===== src/rtl/bin2bcd_seq.sv =====
// Sequential double-dabble converter: 16-bit binary to 4 packed BCD digits.
// One shift per cycle; the result and overflow flag update together on the finish cycle.
module bin2bcd_seq #(
  parameter bit SAT_EN = 1'b1
) (
  input  logic        clk,
  input  logic        reset,
  input  logic        i_start,
  input  logic [15:0] i_bin,
  output logic        o_busy,
  output logic        o_done,
  output logic [15:0] o_bcd,
  output logic        o_overflow
);

  typedef enum logic [1:0] {
    StIdle   = 2'd0,
    StShift  = 2'd1,
    StFinish = 2'd2
  } state_e;

  state_e      state_q, state_d;
  logic [15:0] sr_q, sr_d;
  logic [19:0] acc_q, acc_d;
  logic [3:0]  cnt_q, cnt_d;
  logic        busy_q, busy_d;
  logic        done_q, done_d;
  logic [15:0] bcd_q, bcd_d;
  logic        ovf_q, ovf_d;
  logic [19:0] acc_adj;

  always_comb begin
    state_d = state_q;
    sr_d    = sr_q;
    acc_d   = acc_q;
    cnt_d   = cnt_q;
    busy_d  = busy_q;
    done_d  = 1'b0;
    bcd_d   = bcd_q;
    ovf_d   = ovf_q;

    // Digits >= 5 get +3 so the following left shift carries correctly into the next digit.
    acc_adj = acc_q;
    for (int i = 0; i < 5; i++) begin
      if (acc_q[4*i +: 4] >= 4'd5) begin
        acc_adj[4*i +: 4] = acc_q[4*i +: 4] + 4'd3;
      end
    end

    unique case (state_q)
      StIdle: begin
        if (i_start) begin
          sr_d    = i_bin;
          acc_d   = '0;
          cnt_d   = '0;
          busy_d  = 1'b1;
          state_d = StShift;
        end
      end
      StShift: begin
        {acc_d, sr_d} = {acc_adj[18:0], sr_q, 1'b0};
        cnt_d         = cnt_q + 4'd1;
        if (cnt_q == 4'd15) begin
          state_d = StFinish;
        end
      end
      StFinish: begin
        busy_d  = 1'b0;
        done_d  = 1'b1;
        state_d = StIdle;
        if (acc_q[19:16] != 4'd0) begin
          ovf_d = 1'b1;
          bcd_d = SAT_EN ? 16'h9999 : acc_q[15:0];
        end else begin
          ovf_d = 1'b0;
          bcd_d = acc_q[15:0];
        end
      end
      default: begin
        state_d = StIdle;
        busy_d  = 1'b0;
      end
    endcase
  end

  always_ff @(posedge clk) begin
    if (reset) begin
      state_q <= StIdle;
      sr_q    <= '0;
      acc_q   <= '0;
      cnt_q   <= '0;
      busy_q  <= 1'b0;
      done_q  <= 1'b0;
      bcd_q   <= '0;
      ovf_q   <= 1'b0;
    end else begin
      state_q <= state_d;
      sr_q    <= sr_d;
      acc_q   <= acc_d;
      cnt_q   <= cnt_d;
      busy_q  <= busy_d;
      done_q  <= done_d;
      bcd_q   <= bcd_d;
      ovf_q   <= ovf_d;
    end
  end

  assign o_busy     = busy_q;
  assign o_done     = done_q;
  assign o_bcd      = bcd_q;
  assign o_overflow = ovf_q;

endmodule


===== config.mk =====
export PLATFORM = sky130hd
export DESIGN_NAME = bin2bcd_seq
export DESIGN_NICKNAME = d
export VERILOG_FILES = /design/src/rtl/bin2bcd_seq.sv
export SDC_FILE = /design/constraint.sdc
export NUM_CORES = 1
export LEC_CHECK = 0
export CAP_MARGIN = 20
export CORE_ASPECT_RATIO = 1.4
export CORE_UTILIZATION = 50
export CTS_BUF_LIST = sky130_fd_sc_hd__clkbuf_8
export DETAILED_ROUTE_END_ITERATION = 12
export PLACE_DENSITY_LB_ADDON = 0.2
export SYNTH_ARGS = -nofsm -noshare
export SYNTH_HDL_FRONTEND = slang
export SYNTH_SLANG_ARGS = --single-unit
export TNS_END_PERCENT = 5

===== constraint.sdc =====
create_clock -name clk -period 2.4 [get_ports clk]
set_clock_uncertainty 0.1 [all_clocks]
set_input_delay 0.48 -clock clk [delete_from_list [all_inputs] [get_ports clk]]
set_output_delay 0.48 -clock clk [all_outputs]
set_load 0.02 [all_outputs]

# [Word-level counts from Yosys, hierarchy flattened]
# Index checks and enable logic that the tools add are counted.
[classes] bitwise_logic=1 n_eq_ne=5 mux=19 n_lt_le_gt_ge=5 n_addsub=6 reduce_logical=6
[ops] operator="20-bit case mux with 2 select lines" n=1
[ops] operator="16-bit two-way mux" n=2
[ops] operator="16-bit case mux with 2 select lines" n=1
[ops] operator="4-bit by 3-bit >= comparator with 1-bit output (second input constant)" n=5
[ops] operator="20-bit two-way mux" n=1
[ops] operator="4-bit two-way mux" n=5
[ops] operator="4-bit by 2-bit adder with 4-bit output (second input constant)" n=4
[ops] operator="4-bit case mux with 2 select lines" n=1
[ops] operator="2-bit AND reduction" n=3
[ops] operator="4-bit by 1-bit adder with 4-bit output (second input constant)" n=1
[ops] operator="4-bit equality test (second input constant)" n=1
[ops] operator="2-bit two-way mux" n=2
[ops] operator="2-bit inequality test (second input constant)" n=2
[ops] operator="2-bit case mux with 2 select lines" n=1
[ops] operator="4-bit nonzero test" n=1
[ops] operator="3-bit by 2-bit adder with 3-bit output (second input constant)" n=1
[ops] operator="1-bit two-way mux" n=3
[ops] operator="3-bit two-way mux" n=1
[ops] operator="2-bit by 1-bit equality test with 1-bit output (second input constant)" n=1
[ops] operator="2-bit equality test (second input constant)" n=1
[ops] operator="2-bit logical NOT" n=1
[ops] operator="1-bit case mux with 2 select lines" n=1
[ops] operator="2-bit nonzero test" n=1
[ops] operator="1-bit inverter" n=1
[word_totals] word_cells=50 register_bits=61 input_bits=19 output_inout_bits=19

# [Depth between registers and ports, before layout]
[logic_depth] word_depth=3 mapped_depth=6 ltp_nobuf=6

# [Worst setup path after synthesis]
# Ideal clock, no wire load.
[synth_timing] path_type="in2reg" from="input port i_start" to="register acc_q[11]" slack_ns=0.836 setup_ns=0.132 n_path_buf=2 arrival_time_ns=1.332 t_required_ns=2.168 stages=6 cell_sequence="buf_2 nor2_2 or2_2 buf_6 o21ai_0 a21oi_1"
[synth_between] elab_chain_cells=2
[synth_lines] item="from (decl)" line_no="8" rtl="input logic i_start,"
[synth_lines] item="2-bit inequality test (no line)"
[synth_lines] item="2-bit AND reduction (no line)"
[synth_lines] item="to (signal assigned)" line_no="90" rtl="acc_q <= '0;"
[synth_lines] item="to (signal assigned)" line_no="99" rtl="acc_q <= acc_d;"
[synth_lines] item="to (decl)" line_no="24" rtl="logic [19:0] acc_q, acc_d;"
# Every way passes these cells.
# A chain may end at the register's enable or synchronous reset.

# [Final worst setup path]
[layout_timing] from="register ovf_q (netlist: o_overflow)" to="output port o_overflow"
[layout_lines] item="from (decl)" line_no="29" rtl="logic ovf_q, ovf_d;"
[layout_lines] item="from (signal assigned)" line_no="104" rtl="ovf_q <= ovf_d;"
[layout_lines] item="to (decl)" line_no="13" rtl="output logic o_overflow"
# No word-level cell between the ends.

==> metrics.md <==
| Metric | Value |
|---|---|
| Status | `finished clean` |
| Yosys reg bits | `~60` |
| CTS HTree Levels | `3` |
| Logic pwr share | `between 8 and 9%` |
| Mean Syn Cell Area | `about 8.4 um^2` |
| Buf/Inv on CP | `1` |
| Met3 WL | `between 150 and 200 um` |
| Worst Reg2Reg Path Length in Cells | `6` |
| Routed met2 length | `approximately 3000 um` |
| Power Internal | `roughly 1.6 mW` |
| CTS tree | `yes` |
| Clk buf depth | `2` |
| Avg Vias per Cell | `5.38` |
| Die ar. | `5900 um^2` |
| Max Clock Freq | `about 520 MHz` |
| Std cell rows | `31` |
| Diode count | `0` |
| Pin count of the biggest net entering global routing | `25` |
| Vias in the first global route | `2167` |
| DR top layer | `met4` |
| Max_slew headroom | `30.4%` |
| Sum Neg Setup Slack | `0 ns` |
| Hold depth | `2` |
| Total GRT Usage | `around 22%` |
| Crit Path Max Fanout | `2` |
| Global-route wire length before repair | `~10000 um` |
| HP Class | `flop to flop` |
| Layout cells sized above 1 | `8.80%` |
| DR pass1 iterations | `4` |
| Clock Latency Late Sink | `0.35 ns` |
| Max Cap Viol | `0` |
| Core box area | `approximately 5300 um^2` |
| Syn Std Cell Area | `2800 um^2` |
| I/O Pins | `38` |
| Final Wtd Congestion | `roughly 0.8` |
| Clock network fraction of total power | `about two fifths` |
| DR vias | `~2400` |
| Seq pwr share | `just under 50%` |
| CP Data Required Time | `about 1.8 ns` |
| Area contributors post-synth | `dfxtp_1 44%, nor2_1 8.7%, ha_1 5.4%` |
| RSZ-0062 raised after global routing | `no` |
| WP depth | `1` |
| Pwr per Cell Area | `629 nW/um^2` |
| PortBufs | `37` |
| Clock sinks | `61` |
| Leak | `1.34 nW` |
| DRC errors left | `0` |
| VDD IR max | `about 0.40 mV` |
| Delay-heaviest family, CP | `buffers and inverters` |
| Switching Power | `a little over 0.5 mW` |
| Worst Tran Pin Value | `around 1.0 ns` |
| Async S/R FF share, synth | `0%` |
| Count of cell types in the netlist | `35` |
| Total power | `between 2 and 2.5 mW` |
| Starting Density | `53.0%` |
| Final Hold Fails | `0` |
| Sw frac | `23.6%` |
| Detailed Place HPWL | `4000 um` |
| Synth warnings | `0` |
| Post-route ant nets | `0` |
| # setup viols final | `0` |
| Tcrit/Tclk final | `around 80%` |
| Syn nets | `363` |
| Die boundary height | `90.5 um` |
| First DRT Iteration DRCs | `136` |
| Layout Nets | `401` |
| Max incr delay on CP | `0.63 ns` |
| Worst setup EP type | `output pin` |
| Clock-pin slew on the worst setup and hold paths | `0.07 ns` |
| Seq/Total Area, Yosys | `43.7%` |
| Max Slew Vio Count | `0` |
| CP cell instances | `clkdlybuf4s50_1` |
| Arrival @ worst endpoint | `1.33 ns` |
| Die X | `between 60 and 70 um` |
| Post-synth EDFFs | `0` |
| CTS root buffer | `clkbuf_8` |
| WL met1 | `around 2500 um` |
| Top-area cell type share of the netlist area | `roughly 44%` |
| Dominant synthesized flop cell | `dfxtp_1` |
| Synth Instances | `332` |
| WL/cell | `around 13 um` |
| Routed wire length | `about 5800 um` |
| Post-CTS Setup Inserts | `0` |
| CTS resizes | `0` |
| Initial antenna violation count | `0` |
| CTS Buf Count | `9` |
| Remaining global-route overflow | `0` |
| Slowest cell on the critical path | `clkdlybuf4s50_1` |
| Yosys top cell by area | `dfxtp_1` |
| Area Overhead vs Synth | `21.2%` |
| Min Tclk post-route | `about 1.9 ns` |
| Crit path launch type | `flop` |
| Hold_buf cts | `0` |
| WS Path Type | `flop to output pin` |
[metal layers]
layer | vias to the layer above | global-route usage, %
li1 | 1214 | -
met1 | 1097 | 25.5
met2 | 44 | 36.3
met3 | 16 | 4.55
met4 | 0 | 12.9
met5 | - | 0
[state kept, by name, indices dropped and copies added, names as in the netlist]
name and flops:
o_busy 1, o_bcd 16, state_q 2, o_done 1, o_overflow 1, sr_q 16, cnt_q 4, acc_q 20
[tightest hold or removal path, delay by kind of cell, from the launching register on]
| kind | cells | cell delay, ns |
|---|---|---|
| flops | 1 | 0.31 |
| simple gates | 1 | 0.05 |
| compound gates | 1 | 0.05 |
[cells by family after synthesis]
kind of cell	count (synthesis)	synth area share, %
and+or+nand+nor	138	22.3
AOI/OAI and AO/OA	73	17.6
DFF	61	43.7
buffers and inverters	34	6.40
adders and majority gates	12	5.37
xor gates and xnor gates	9	2.82
muxes	5	1.79
[synthesized netlist by cell type, types with 5 or more instances]
| cell type | count |
|---|---|
| ha_1 | 12 |
| a21oi_1 | 23 |
| dfxtp_1 | 61 |
| o21ai_0 | 11 |
| nand2b_1 | 7 |
| nand2_1 | 19 |
| nor2_1 | 65 |
| nor3_1 | 27 |
| nand3_1 | 8 |
| a2bb2oi_1 | 11 |
| a22o_1 | 14 |
| buf_2 | 8 |
| mux2i_1 | 5 |
| inv_1 | 13 |
| xnor2_1 | 5 |
[power by group through the flow]
stage | combinational, mW | sequential (mW) | clock (mW)
finish | 0.188 | 1.06 | 0.885
global route | 0.208 | 1.06 | 0.954
CTS | 0.190 | 1.06 | 0.900
detailed placement | 0.189 | 1.08 | 0
global placement | 0.187 | 1.08 | 0
floorplan | 0.131 | 1.08 | 0
[layout by cell type (no fill, tap or decap), types with 2 or more instances in the layout]
cell type        netlist  layout
clkinv_2               0       4
nand2b_1               7       7
dfxtp_1               61      61
nand3_1                8       8
a22oi_1                4       4
ha_1                  12      12
nand2_1               19      19
nor2b_1                3       3
xnor2_1                5       5
nor2_1                65      65
clkbuf_8               0      10
o21ai_0               11      11
xor2_1                 4       4
a2bb2oi_1             11      11
nor3_1                27      27
a22o_1                14      14
a21oi_1               23      23
buf_4                  3      10
a211oi_1               4       4
o22ai_1                4       4
clkdlybuf4s50_1        0      37
inv_1                 13      14
mux2i_1                5       5
nor2_2                 2       2
[stage by stage]
stage	cell area (um^2)	instances	setup slack, ns	util, %	hold slack, ns
floorplan	2800	332	0.836	-	0.349
global placement	3200	425	0.289	60.6	0.341
detailed placement	3200	425	0.217	60.6	0.351
CTS	3390	441	0.483	64.2	0.360
global route	3390	441	0.445	64.2	0.374
finish	3390	441	0.495	64.2	0.357
[area by class of cell]
class                           count  area (um^2)
Fill cell                         476         1890
Inverter                           14         52.6
Tap cell                           66         82.6
Clock inverter                      6         53.8
Timing Repair Buffer               47          445
Multi-Input combinational cell    237         1400
Sequential cell                    61         1220
Clock buffer                       10          138
[worst paths after layout]
kind / start / endpoint / slack [ns]
setup / recovery: o_overflow$_SDFFE_PP0P_ / o_overflow / 0.49
hold / removal: o_bcd[1]$_SDFFE_PP0P_ / o_bcd[1]$_SDFFE_PP0P_ / 0.36
setup reg to reg: acc_q[17]$_SDFFE_PP0P_ / o_bcd[0]$_SDFFE_PP0P_ / 0.71
hold reg to reg: o_bcd[1]$_SDFFE_PP0P_ / o_bcd[1]$_SDFFE_PP0P_ / 0.36
(Power assumes the default switching activity.)
==> patch (same settings) <==
`SAT_EN`: 1'b1 -> 1'b0.
--- a/src/rtl/bin2bcd_seq.sv
+++ b/src/rtl/bin2bcd_seq.sv
@@ -3,3 +3,3 @@
 module bin2bcd_seq #(
-  parameter bit SAT_EN = 1'b1
+  parameter bit SAT_EN = 1'b0
 ) (
Check against the original RTL: same outputs for any inputs over 10 cycles, from zero or initial values and one cycle with reset high; that may be too few to reach the edited logic, so the function may still have changed.
==> patch against the unedited design <==
- synthesized cell count increased by 3.9%
- setup slack better by 0.042 ns
- global-route usage is 0.90 points higher
- combinational power rose by 3%
- non-clock buffer count unchanged
- sequential cell count is the same
- largest power group unchanged
- highest routed layer unchanged
- clock power down 7.7%
- area after synthesis up 4.3%
- count of clock-buffer cells in the layout grew 2
- via count is 6.2% higher
- largest cell class unchanged
- total power fell by 2.9%
- design area rose by 2.9%
- routed wire length increased by 3.1%
==> patch: results (changes against the unedited design) <==
| Metric | Value |
|---|---|
| Status | `finished, final reports clean` |
| DR pass1 iterations | `5 (+1)` |
| Hold EP | `o_bcd[0]` |
| Placed cell count | `437 (+2.8%)` |
| Register area share after synthesis | `0.419 (-0.0178)` |
| Min Hold Slack | `0.355 ns (-0.00188 ns)` |
| Most frequent cells after synthesis | `61 x dfxtp_1, 51 x a21oi_1, 41 x nor2_1` |
| Clk Latency, worst-skew pair | `0.33 ns (-0.02 ns)` |
| DR vias/cell | `5.57 (+3.6%)` |
| R2R Setup Slk | `0.67 ns (-0.04 ns)` |
| Mapped Nets | `376 (+3.6%)` |
| Syn avg cell area | `8.45 µm² (+0.32%)` |
| Dpl cell area | `0.00331 mm² (+3.5%)` |
| Critical R2R Capture | `acc_q[10]` |
| Hpwl dp | `4070 µm (+1.9%)` |
| Placer Congestion | `0.806 (+1.1%)` |
| DP Worst Slack | `0.355 ns (+0.137 ns)` |
| Vias | `2518 (+6.2%)` |
| GRT Total Usage | `0.229 (+0.00902)` |
| Worst Min Path Start | `o_bcd[0]` |
| Worst VDD drop | `0.324 mV (-18%)` |
| First-pass GRT wire length | `10700 µm (+8.6%)` |
| DRT iter0 DRCs | `160 (+18%)` |
| Initial antenna violation count | `0 (unchanged)` |
| NumNets Final | `411 (+2.5%)` |
| Largest net degree at the start of global routing | `28 (+12%)` |
| Layout cell share with drive strength beyond 1 | `0.109 (+0.0214)` |
| Final WL | `6010 µm (+3.1%)` |
| Cells on worst reg2reg path | `4 (-2)` |
| WP data arrival | `1.28 ns (-0.05 ns)` |
==> patch: how the worst max path moves through the flow <==
stage | from | to | slack (ns) | depth (start not counted)
floorplan | acc_q[9] | acc_q[10] | 0.93 | 6
global placement | i_start | sr_q[10] | 0.39 | 6
detailed placement | i_start | sr_q[8] | 0.35 | 6
CTS | o_bcd[2] | o_bcd[2] | 0.51 | 1
global route | o_bcd[2] | o_bcd[2] | 0.48 | 1
finish | o_bcd[2] | o_bcd[2] | 0.54 | 1
==> patch: layout make-up <==
| type | instances | area, µm² |
|---|---|---|
| inverters | 21 | 81.3 |
| multi-input cells | 240 | 1480 |
| clock inverters | 3 | 12.5 |
| fillers | 508 | 2080 |
| flip-flops and latches | 61 | 1220 |
| repair buffers | 47 | 440 |
| clock buffers | 12 | 165 |
| well taps | 68 | 85.1 |
==> patch: metal layers <==
metal,vias to the layer above,global-route usage,share of wire
li1,1260,-,-
met1,1182,0.255,0.45
met5,-,0,0
met4,0,0.135,0.017
met2,66,0.389,0.50
met3,10,0.0517,0.037
==> patch: logic make-up (layout without fill, tap and decap cells) <==
| logic type | Yosys count | count (layout) | share of synthesized area |
|---|---|---|---|
| DFF | 61 | 61 | 0.419 |
| adders and majority gates | 12 | 12 | 0.0515 |
| and+or+nand+nor | 114 | 114 | 0.178 |
| AOI/OAI and AO/OA | 101 | 101 | 0.238 |
| buffers and inverters | 44 | 83 | 0.0726 |
| muxes | 5 | 5 | 0.0172 |
| xor gates and xnor gates | 8 | 8 | 0.0240 |
==> patch: power breakdown <==
| part | total (mW) | switching [mW] | internal [mW] |
|---|---|---|---|
| sequential | 1.06 | 0.0186 | 1.04 |
| combinational | 0.194 | 0.107 | 0.0869 |
| clock | 0.817 | 0.372 | 0.444 |
